## src/rtl/wavetable_reader.sv

```systemverilog
`default_nettype none
// ============================================================================
// Module   : wavetable_reader
// Purpose  : Read-side client of the wavetable RAM. For each request it
//            fetches entry `index` and the following entry (wrapping at the
//            table end). It returns the waveform pair of the first entry and
//            a crossfade factor linearly interpolated between both entries.
// Revision : 1.0 - initial release
// ----------------------------------------------------------------------------
// Ports
//   clk            in   system clock, rising edge
//   rst_n          in   asynchronous active-low reset
//   start_i        in   request pulse, sampled only while ready_o=1
//   voice_num_i    in   [3:0] voice tag, echoed on out_voice_o
//   index_i        in   [5:0] first entry index
//   frac_i         in   [7:0] interpolation fraction (x/256)
//   ready_o        out  high in IDLE only
//   ram_re_o       out  RAM read enable
//   ram_addr_r_o   out  [5:0] RAM read address
//   ram_wfm_l_r_i  in   [7:0] RAM left waveform id (1-cycle read latency)
//   ram_wfm_r_r_i  in   [7:0] RAM right waveform id
//   ram_factor_r_i in   [7:0] RAM crossfade factor
//   out_valid_o    out  one-cycle result strobe
//   out_err_o      out  request index was out of range
//   out_voice_o    out  [3:0] latched voice tag
//   out_wfm_l_o    out  [7:0] left waveform id of entry `index`
//   out_wfm_r_o    out  [7:0] right waveform id of entry `index`
//   out_factor_o   out  [7:0] interpolated factor
// ============================================================================
module wavetable_reader #(
  parameter int RAM_SIZE = 61
) (
  input  logic       clk,
  input  logic       rst_n,
  input  logic       start_i,
  input  logic [3:0] voice_num_i,
  input  logic [5:0] index_i,
  input  logic [7:0] frac_i,
  output logic       ready_o,
  output logic       ram_re_o,
  output logic [5:0] ram_addr_r_o,
  input  logic [7:0] ram_wfm_l_r_i,
  input  logic [7:0] ram_wfm_r_r_i,
  input  logic [7:0] ram_factor_r_i,
  output logic       out_valid_o,
  output logic       out_err_o,
  output logic [3:0] out_voice_o,
  output logic [7:0] out_wfm_l_o,
  output logic [7:0] out_wfm_r_o,
  output logic [7:0] out_factor_o
);

  localparam logic [6:0] c_ram_size = 7'(RAM_SIZE);
  localparam logic [5:0] c_last_idx = 6'(RAM_SIZE - 1);

  typedef enum logic [2:0] {
    S_IDLE = 3'd0,
    S_RD0  = 3'd1,
    S_RD1  = 3'd2,
    S_CAP1 = 3'd3,
    S_CALC = 3'd4,
    S_DONE = 3'd5
  } state_e;

  state_e     state_q, state_d;

  logic [3:0] voice_q;
  logic [5:0] idx_q;
  logic [7:0] frac_q;
  logic [7:0] wfm_l_q, wfm_r_q;
  logic [7:0] f0_q, f1_q;

  logic       out_err_q;
  logic [3:0] out_voice_q;
  logic [7:0] out_wfm_l_q, out_wfm_r_q, out_factor_q;

  logic              idx_ok;
  logic [5:0]        idx_next;
  logic signed [8:0] diff;
  logic signed [16:0] diff_x, frac_x, prod;
  logic signed [9:0] interp;

  assign idx_ok   = ({1'b0, index_i} < c_ram_size);
  assign idx_next = (idx_q == c_last_idx) ? 6'd0 : idx_q + 6'd1;

  // Slope f1 - f0 spans -255..255, product with frac spans -65025..65025,
  // both fit the signed widths below. The arithmetic shift floors the
  // scaled slope, so the sum stays within 0..255 by construction.
  assign diff   = $signed({1'b0, f1_q}) - $signed({1'b0, f0_q});
  assign diff_x = 17'(diff);
  assign frac_x = {9'd0, frac_q};
  assign prod   = diff_x * frac_x;
  assign interp = $signed({2'b00, f0_q}) + 10'(prod >>> 8);

  // Next-state and RAM port decode
  always_comb begin
    state_d      = state_q;
    ram_re_o     = 1'b0;
    ram_addr_r_o = 6'd0;
    case (state_q)
      S_IDLE: begin
        if (start_i) begin
          state_d = idx_ok ? S_RD0 : S_DONE;
        end
      end
      S_RD0: begin
        ram_re_o     = 1'b1;
        ram_addr_r_o = idx_q;
        state_d      = S_RD1;
      end
      S_RD1: begin
        ram_re_o     = 1'b1;
        ram_addr_r_o = idx_next;
        state_d      = S_CAP1;
      end
      S_CAP1:  state_d = S_CALC;
      S_CALC:  state_d = S_DONE;
      S_DONE:  state_d = S_IDLE;
      default: state_d = S_IDLE;
    endcase
  end

  always_ff @(posedge clk or negedge rst_n) begin
    if (!rst_n) begin
      state_q      <= S_IDLE;
      voice_q      <= 4'd0;
      idx_q        <= 6'd0;
      frac_q       <= 8'd0;
      wfm_l_q      <= 8'd0;
      wfm_r_q      <= 8'd0;
      f0_q         <= 8'd0;
      f1_q         <= 8'd0;
      out_err_q    <= 1'b0;
      out_voice_q  <= 4'd0;
      out_wfm_l_q  <= 8'd0;
      out_wfm_r_q  <= 8'd0;
      out_factor_q <= 8'd0;
    end else begin
      state_q <= state_d;
      case (state_q)
        S_IDLE: begin
          if (start_i) begin
            voice_q <= voice_num_i;
            idx_q   <= index_i;
            frac_q  <= frac_i;
            // Error results are published directly on the way to DONE.
            if (!idx_ok) begin
              out_err_q    <= 1'b1;
              out_voice_q  <= voice_num_i;
              out_wfm_l_q  <= 8'd0;
              out_wfm_r_q  <= 8'd0;
              out_factor_q <= 8'd0;
            end
          end
        end
        S_RD1: begin
          wfm_l_q <= ram_wfm_l_r_i;
          wfm_r_q <= ram_wfm_r_r_i;
          f0_q    <= ram_factor_r_i;
        end
        S_CAP1: begin
          f1_q <= ram_factor_r_i;
        end
        S_CALC: begin
          out_err_q    <= 1'b0;
          out_voice_q  <= voice_q;
          out_wfm_l_q  <= wfm_l_q;
          out_wfm_r_q  <= wfm_r_q;
          out_factor_q <= interp[7:0];
        end
        default: ;
      endcase
    end
  end

  assign ready_o      = (state_q == S_IDLE);
  assign out_valid_o  = (state_q == S_DONE);
  assign out_err_o    = out_err_q;
  assign out_voice_o  = out_voice_q;
  assign out_wfm_l_o  = out_wfm_l_q;
  assign out_wfm_r_o  = out_wfm_r_q;
  assign out_factor_o = out_factor_q;

endmodule
`default_nettype wire
```

## config.mk

```make
export PLATFORM = sky130hd
export DESIGN_NAME = wavetable_reader
export DESIGN_NICKNAME = d
export VERILOG_FILES = /design/src/rtl/wavetable_reader.sv
export SDC_FILE = /design/constraint.sdc
export NUM_CORES = 1
export LEC_CHECK = 0
export CELL_PAD_IN_SITES_DETAIL_PLACEMENT = 2
export CELL_PAD_IN_SITES_GLOBAL_PLACEMENT = 2
export CORE_MARGIN = 8
export CORE_UTILIZATION = 36
export CTS_CLUSTER_SIZE = 24
export DETAILED_ROUTE_END_ITERATION = 12
export PLACE_DENSITY = 0.91
export REMOVE_ABC_BUFFERS = 1
export SYNTH_ARGS = -nofsm -noshare
export SYNTH_HDL_FRONTEND = slang
export SYNTH_SLANG_ARGS = --single-unit
```

## constraint.sdc

```tcl
create_clock -name clk -period 9.8 [get_ports clk]
set_input_delay 1.47 -clock clk [delete_from_list [all_inputs] [get_ports clk]]
set_output_delay 1.47 -clock clk [all_outputs]
set_load 0.01 [all_outputs]
```

; Yosys cells after proc, flatten, opt, wreduce, memory -nomap -nowiden
; Index checks and enable logic that the tools add are counted.
[totals]
out_inout_bits = 38
ff_bits = 82
inputBits = 45
[op_classes]
magnitude_cmp = 1
addsub = 3
n_reduce_logical = 5
n_mux = 17
mul = 1
n_eq_ne = 8
[ops]
columns = cell, n
row1 = $pmux 8 s2, 3
row2 = $mul 9x9->16, 1
row3 = $mux 8, 2
row4 = $pmux 3 s5, 1
row5 = $pmux 6 s2, 1
row6 = $sub 8x8->9, 1
row7 = $add 8x8->8, 1
row8 = $mux 4, 2
row9 = $pmux 4 s2, 1
row10 = $add 6x1->6 const B, 1
row11 = $eq 3x2->1 const B, 2
row12 = $eq 3x3->1 const B, 2
row13 = $eq 6x6->1 const B, 1
row14 = $lt 6x6->1 const B, 1
row15 = $mux 3, 2
row16 = $mux 6, 1
row17 = $ne 2x2->1 const B, 2
row18 = $eq 3x1->1 const B, 1
row19 = $logic_not 3->1, 1
row20 = $mux 1, 3
row21 = $reduce_and 3->1, 1
row22 = $pmux 1 s2, 1
row23 = $reduce_and 2->1, 1
row24 = $reduce_bool 2->1, 1
row25 = $reduce_or 2->1, 1

; Longest topological paths before layout
; Gate-level depths: netlist (run 1).
[logic_depth]
word_depth = 4
ltp_mapped = 32
mapped_depth_nobuf = 32

; Least setup slack after synthesis (run 1)
; Ideal clock, no wire load.
[synth_path]
kind = reg-to-reg
start = reg f0_q[2]
end = reg out_factor_q[7], in the netlist out_factor_o[7]
period_less_slack_ns = 6.945
path_buffers = 0
stages_incl_launch_ff = 29
required_time_ns = 9.679
arrival_time_ns = 6.824
setup_slack_ns = 2.855
cell_sequence = dfrtp_1 -> inv_1 -> ha_1 -> nor2b_1 -> o31a_1 -> or4_1 -> a31oi_4 -> nand2_1 -> fa_1 -> inv_1 -> fa_1 -> fa_1 -> inv_1 -> fa_1 -> inv_1 -> ha_1 -> or4_1 -> a41o_1 -> a41oi_4 -> o21ba_2 -> nor2b_1 -> nor2_1 -> xnor2_1 -> ha_1 -> nor3_1 -> nor2_1 -> o41ai_1 -> xnor3_1 -> a22o_1
[synth_via]
elab_chain_cells = 4
[synth_lines]
columns = item, line
row1 = start: declaration, 71  ; logic [7:0] f0_q, f1_q;
row2 = start signal: assignment, 159  ; f0_q <= ram_factor_r_i;
row3 = $sub 8x8->9, 89  ; assign diff = $signed({1'b0, f1_q}) - $signed({1'b0, f0_q});
row4 = $mul 9x9->16, 92  ; assign prod = diff_x * frac_x;
row5 = $add 8x8->8 (*), 93  ; assign interp = $signed({2'b00, f0_q}) + 10'(prod >>> 8);
row6 = $pmux 8 s2 (*), 140  ; case (state_q)
row7 = end signal: assignment, 169  ; out_factor_q <= interp[7:0];
row8 = end: declaration, 75  ; logic [7:0] out_wfm_l_q, out_wfm_r_q, out_factor_q;
; Mark *: on every way between the ends. The rest lies on a longest branch, timed or not.
; A chain may end at the register's enable or synchronous reset.

; Final worst setup path (run 1)
[layout_path]
start = reg f0_q[1]
end = reg out_factor_q[7], in the netlist out_factor_o[7]
; The elaborated chain is that of the path after synthesis.

==> metrics.sh, run 1 <==
HOLD_DEPTH=2
DESIGN_AREA_UM2=7637
CP_SLOWEST_STAGE_DELAY_NS=0.58
HPWL_AFTER_DETAILED_PLACEMENT_UM=15850
HOLD_VIOLATIONS=0
FINALSETUPVIOLATIONS=0
CRIT_PATH_MAX_FANOUT=8
WORST_R2R_ENDPOINT='out_factor_o[7]'
ANTENNA_FOUND_INITIAL=0
WORST_SLEW_PIN_SLEW_NS=1.112
SYNTHDOMINANTCELLAREASHARE_PCT=32.70
ASYNC_RESET_FF_SHARE_PCT=100.0
DR.FIRST_ITER.DRC_COUNT=172
CTS-HOLD-FIX-BUFFERS=0
ROW_COUNT=48
PLACE.PORT_BUFFERS=82
HOLDCRITSTARTPOINT='out_factor_o[2]'
INITIAL_CORE_UTIL_PCT=36.54
CRIT_SLOWEST_CELL='sky130_fd_sc_hd__fa_1'
GRTUSAGEMET2_PCT=35.37
CORE_AREA_UM2=17180
POSTSYNTHAREAPERCELL_UM2=10.20
POST_DRT_WL_PER_CELL_UM=21.92
TOTAL_TRACK_USAGE_PCT=19.43
CTS_INSERTED_BUFFERS=9
VIA_COUNT=4741
DRC=0
DIE_AREA_UM2=21910
TOTAL_WIRELENGTH_UM=20120
STATUS='finished clean'
CRIT_PATH_END_KIND='flip-flop'
YS_TOP_CELLS_BY_COUNT='99 x sky130_fd_sc_hd__inv_1, 82 x sky130_fd_sc_hd__dfrtp_1, 57 x sky130_fd_sc_hd__nand2_1, 53 x sky130_fd_sc_hd__fa_1, 48 x sky130_fd_sc_hd__ha_1'
MAXIMUM_NUMBER_OF_PINS_ON_ONE_NET_BEFORE_GLOBAL_ROUTE_REPAIR=83
SYNTH_AREA_LEADERS='sky130_fd_sc_hd__dfrtp_1 33%, sky130_fd_sc_hd__fa_1 17%, sky130_fd_sc_hd__ha_1 9.6%'
ACHIEVABLE-FREQUENCY_GHz=0.1256
FINALWEIGHTEDCONGESTION=0.8255
DETAILED_PLACE.AREA_UM2=7320
FIRSTDRTPASSITERS=5
KIND_OF_CRITICAL_PATH='reg2reg'
CP_DATA_REQUIRED_TIME_NS=10.05
WORSTSKEWPAIRLATENCY_NS=0.36
POST_CTS_RESIZED=0
IOS=83
POSTROUTEANTENNANETS=0
ARRIVAL_NS=8.21
SYNTHMOSTINSTANTIATEDCELL='sky130_fd_sc_hd__inv_1'
SYN-CELL-AREA_UM2=6276
LAYOUT-DRIVE-GT1-SHARE_PCT=9.668
LAYOUT_NETS=834
POST-ROUTE-MIN-PERIOD_NS=7.964
CTS_SETUP_BUFFERS=0
CTS.REPORTEDPATHS.CLKPINSLEW_NS=0.08
WHS_ENDPOINT='out_factor_o[2]'
NUMCLOCKSINKS=82
TIMING.MAX_SLEW.REL_SLACK_PCT=25.83
FINALHOLDWORSTSLACK_NS=0.5018
YOSYS_WARNINGS=0
AREA.SEQUENTIAL_UM2=2052
CTS_ROOT_BUFFER='sky130_fd_sc_hd__clkbuf_16'
VIA_PER_INST=5.164
CLOCK_TREE_FROM_TRITONCTS='yes'
HTREEDEPTH=3
POSTSYNTH.TOPFLOPCELL='sky130_fd_sc_hd__dfrtp_1'
SYNTH-SEQ-AREA-SHARE_PCT=32.70
NETLIST.TOP_CELL.BY_AREA='sky130_fd_sc_hd__dfrtp_1'
CLOCK-SKEW-FINAL_NS=0.01323
WORST-R2R-SETUP-SLACK_NS=1.84
NUM_ANTENNA_CELLS=0
SYNTH_ENABLE_FLOP_CELLS=0
RR_WORST_DEPTH=30
TOP_USAGE_LAYER='met2'
M3_GR_USAGE_PCT=5.870
AREA_OF_THE_MULTI_INPUT_GATES_UM2=3774
NUMBER_OF_GLOBAL_ROUTE_VIAS_BEFORE_REPAIR=5887
DIE-HEIGHT_UM=148.0
FIN_CRIT_SH_PCT=81.26
SYNTH_CELL_TYPE_COUNT=48
CRIT_PATH_START_KIND='flip-flop'
SYNTHTOLAYOUTAREAGROWTH_PCT=21.69
MET1_USE_GR_PCT=21.02
YS_SEQ_ELEMENTS=82
TOTAL_CONGESTION_OVERFLOW_AFTER_GLOBAL_ROUTING=0
GRT_SETUP_UNREPAIRED='false'
HP-CLASS='reg2reg'
SYNTHCELLS=615
DIE_W_UM=148.0
MAXCAPVIOLCOUNT=0
WIRE_LENGTH_OF_THE_FIRST_GLOBAL_ROUTING_PASS_UM=33030
MAX-CLOCK-PATH-BUFFERS=2
FILL_CELLS=1820
WORST_R2R_STARTPOINT='f0_q[1]'
TNS_NS=0
MAXSLEWVIOLCOUNT=0
-- cells in the final DEF (no fill, tap or decap), types with 23 or more instances in the layout --
cell                               n
sky130_fd_sc_hd__and2_1           23
sky130_fd_sc_hd__clkdlybuf4s50_1  81
sky130_fd_sc_hd__dfrtp_1          82
sky130_fd_sc_hd__fa_1             53
sky130_fd_sc_hd__ha_1             48
sky130_fd_sc_hd__inv_1            99
sky130_fd_sc_hd__mux2_2           40
sky130_fd_sc_hd__nand2_1          57
sky130_fd_sc_hd__o21ai_0          27
-- routing by layer --
layer	wire, um	vias up
met4	529	0
met2	10640	114
met1	7873	2435
met5	0	-
met3	1074	38
li1	-	2154
-- critical path: cells and delay by family (launching register included) --
| kind | cells | cell delay (ns) |
|---|---|---|
| AO/OA/AOI/OAI | 8 | 1.70 |
| XOR/XNOR | 3 | 1.11 |
| adder cells (fa/ha/maj) | 7 | 2.92 |
| buffers and inverters | 4 | 0.32 |
| flip-flops | 1 | 0.43 |
| AND/OR/NAND/NOR | 8 | 1.36 |
-- metrics by stage --
| step | utilization (%) | std cells | setup WS [ns] |
|---|---|---|---|
| 2_1_floorplan | - | 592 | 2.858 |
| 3_3_place_gp | 42.61 | 902 | 2.440 |
| 3_5_place_dp | 42.61 | 902 | 1.817 |
| 4_1_cts | 44.46 | 918 | 1.784 |
| 5_1_grt | 44.46 | 918 | 1.313 |
| 6_report | 44.46 | 918 | 1.836 |
-- area by class of cell --
type / count / area share, %
well taps: 225 / 3.686
multi-input cells: 411 / 49.41
flip-flops and latches: 82 / 26.87
clock inverters: 7 / 1.212
clock buffers: 9 / 2.949
repair buffers: 85 / 11.01
inverters: 99 / 4.866
-- kinds of logic (layout without fill, tap and decap cells) --
| logic type | Yosys count | count (layout) | share of synthesized area [%] |
|---|---|---|---|
| AO/OA/AOI/OAI | 89 | 89 | 10.03 |
| XOR/XNOR | 28 | 28 | 4.246 |
| adder cells (fa/ha/maj) | 101 | 101 | 26.48 |
| buffers and inverters | 122 | 200 | 7.297 |
| flip-flops | 82 | 82 | 32.70 |
| multiplexers | 40 | 40 | 7.177 |
| AND/OR/NAND/NOR | 153 | 153 | 12.08 |
-- worst max path at each step --
stage | from | end | cells past startpoint
finish | f0_q[1] | out_factor_o[7] | 30
global route | f0_q[1] | out_factor_o[7] | 30
CTS | f0_q[1] | out_factor_o[7] | 30
detailed placement | f0_q[1] | out_factor_o[7] | 30
global placement | f0_q[2] | out_factor_o[7] | 26
floorplan | f0_q[2] | out_factor_o[7] | 28
-- state kept, by name, indices dropped and copies added (netlist names) --
signal        flops
f0_q              8
f1_q              8
frac_q            8
idx_q             6
out_err_o         1
out_factor_o      8
out_voice_o       4
out_wfm_l_o       8
out_wfm_r_o       8
state_q           3
voice_q           4
wfm_l_q           8
wfm_r_q           8
Power of run 1 is left out: the tool's default activity adds up to more than one toggle a clock period on the data nets, which glitch-free logic cannot reach.
==> run 2: changes to the inputs <==
- CORE_UTILIZATION: 36 -> 33
- PLACE_DENSITY: 0.91 -> 0.88
- clock period: 9.8 -> 6.8 ns (I/O delays scaled with it)
==> run 2 against run 1 <==
  * The run now ends with setup timing left
  * Via count is 11% higher
  * Sequential cell count unchanged
  * Die area grew 8.1%
  * Critical endpoint unchanged
==> metrics.sh, run 2 (synthesis gave the netlist of run 1 again) <==
STATUS='complete, but fails checks'
VIOLATIONS_IN_THE_FINAL_REPORTS='setup timing'
CRIT_PATH_MAX_FANOUT=3
AREA.SEQUENTIAL_UM2=2052
ARRIVAL_NS=7.39
INITIAL_CORE_UTIL_PCT=33.55
POSTLAYOUTSETUPSLACKWORST_NS=-0.3424
MAX-CLOCK-PATH-BUFFERS=2
PATH_COMMON_CELL='sky130_fd_sc_hd__fa_1'
MAXIMUM_NUMBER_OF_PINS_ON_ONE_NET_BEFORE_GLOBAL_ROUTE_REPAIR=83
TOTAL_TRACK_USAGE_PCT=20.01
CLOCK_TREE_FROM_TRITONCTS='yes'
CRIT_SLOWEST_CELL='sky130_fd_sc_hd__fa_1'
CTS-HOLD-FIX-BUFFERS=0
NUMCLOCKSINKS=82
CORE_AREA_UM2=18710
FINALHOLDWORSTSLACK_NS=0.5004
SYNTHTOLAYOUTAREAGROWTH_PCT=35.27
WORST_R2R_STARTPOINT='f1_q[0]'
GRT_SETUP_UNREPAIRED='true'
FINALSETUPVIOLATIONS=6
HPWL_AFTER_DETAILED_PLACEMENT_UM=17190
WORSTSKEWPAIRLATENCY_NS=0.36
POST-ROUTE-MIN-PERIOD_NS=7.142
M3_GR_USAGE_PCT=5.774
AREA_OF_THE_MULTI_INPUT_GATES_UM2=4089
CRITICAL_PATH.TOP_DELAY_FAMILY='adder cells'
CP_SLOWEST_STAGE_DELAY_NS=0.56
CLOCK-SKEW-FINAL_NS=0.01589
CRIT_PATH_END_KIND='flip-flop'
TOP_USAGE_LAYER='met2'
CP_NUM_BUF_INV=4
CP_DATA_REQUIRED_TIME_NS=7.04
IOS=83
ANTENNA_FOUND_INITIAL=0
FILL_CELLS=1947
CTS_INSERTED_BUFFERS=9
HOLDCRITSTARTPOINT='wfm_r_q[0]'
POSTROUTEANTENNANETS=0
MET1_USE_GR_PCT=20.20
DIE_W_UM=153.9
LAYOUT_NETS=902
TOTAL_WIRELENGTH_UM=26130
WHS_ENDPOINT='out_wfm_r_o[0]'
WORST_R2R_ENDPOINT='out_factor_o[7]'
HTREEDEPTH=3
TOTAL_CONGESTION_OVERFLOW_AFTER_GLOBAL_ROUTING=0
ACHIEVABLE-FREQUENCY_GHz=0.1400
NUMBER_OF_GLOBAL_ROUTE_VIAS_BEFORE_REPAIR=6442
ROW_COUNT=50
WORST-R2R-SETUP-SLACK_NS=-0.34
POST_DRT_WL_PER_CELL_UM=26.26
FIN_CRIT_SH_PCT=105.0
DIE_AREA_UM2=23690
MAXCAPVIOLCOUNT=0
FINALWEIGHTEDCONGESTION=0.8120
CTS.REPORTEDPATHS.CLKPINSLEW_NS=0.07
PLACE_WS_NS=-0.7578
NUM_ANTENNA_CELLS=0
WIRE_LENGTH_OF_THE_FIRST_GLOBAL_ROUTING_PASS_UM=36650
CTS_ROOT_BUFFER='sky130_fd_sc_hd__clkbuf_16'
MAXSLEWVIOLCOUNT=0
TIMING.MAX_SLEW.REL_SLACK_PCT=19.80
LEADING_CELL_TYPES_IN_THE_LAYOUT_FILL_AND_TAPS_EXCLUDED='95 x sky130_fd_sc_hd__inv_1, 82 x sky130_fd_sc_hd__dfrtp_1, 81 x sky130_fd_sc_hd__clkdlybuf4s50_1'
HOLD_DEPTH=1
DRC=0
HP-CLASS='reg2reg'
CRIT_PATH_START_KIND='flip-flop'
DR.FIRST_ITER.DRC_COUNT=195
KIND_OF_CRITICAL_PATH='reg2reg'
RR_WORST_DEPTH=27
LAYOUT-DRIVE-GT1-SHARE_PCT=25.36
GRTUSAGEMET2_PCT=38.10
PLACE.PORT_BUFFERS=82
LAYOUT_COMMONEST_CELL='sky130_fd_sc_hd__inv_1'
WORST_SLEW_PIN_SLEW_NS=1.203
HOLD_VIOLATIONS=0
FIRSTDRTPASSITERS=5
VIA_COUNT=5252
VIA_PER_INST=5.278
DIE-HEIGHT_UM=153.9
## run 2: cell types whose count changed in the layout (fill, tap and decap cells not counted), moves of 7 or more
cell                      change
sky130_fd_sc_hd__buf_4       +60
sky130_fd_sc_hd__nand2_1      -7
sky130_fd_sc_hd__ha_1         -9
sky130_fd_sc_hd__buf_6        +8
sky130_fd_sc_hd__nand2_2      +7
sky130_fd_sc_hd__o21ai_0      -9
## run 2: worst max path at each step
stage	start	slack, ns	end	cells past startpoint
after floorplan	f0_q[2]	-0.14	out_factor_o[7]	28
after global placement	f1_q[0]	-0.18	out_factor_o[7]	27
after detailed placement	f0_q[1]	-0.76	out_factor_o[7]	28
after CTS	f1_q[0]	-0.18	out_factor_o[7]	29
after global routing	f1_q[0]	-0.51	out_factor_o[7]	28
final	f1_q[0]	-0.34	out_factor_o[7]	27
## run 2: what timing repair did
item / CTS / global route
endpoints found under the setup margin: 6 / 6
cloned: 0 / 0
pin swaps: 31 / 46
setup buffers: 13 / 11
resized for setup: 42 / 43
## run 2: area by class of cell
cell class | instances | share of cell area (%)
clock buffers | 11 | 2.859
clock inverters | 5 | 0.7074
inverters | 99 | 4.377
multi-input cells | 411 | 48.17
flip-flops and latches | 82 | 24.17
well taps | 234 | 3.449
repair buffers | 153 | 16.27
## run 2: per-stage QoR
step | setup TNS [ns] | utilization [%] | instances | instance area, um^2
floorplan | -0.1416 | - | 592 | 6190
finish | -1.021 | 45.38 | 995 | 8489
global route | -1.816 | 45.38 | 995 | 8489
detailed placement | -1.916 | 41.00 | 956 | 7669
CTS | -0.3369 | 43.86 | 984 | 8204
global placement | -0.2400 | 41.00 | 956 | 7669
## run 2: routing by layer
metal,part of all wire [%],up-vias,wire length (um)
met4,3.5,0,905
met1,36,2754,9385
li1,-,2277,-
met3,5.3,55,1375
met2,55,166,14460
met5,0,-,0
Power of run 2 is left out for the same reason.
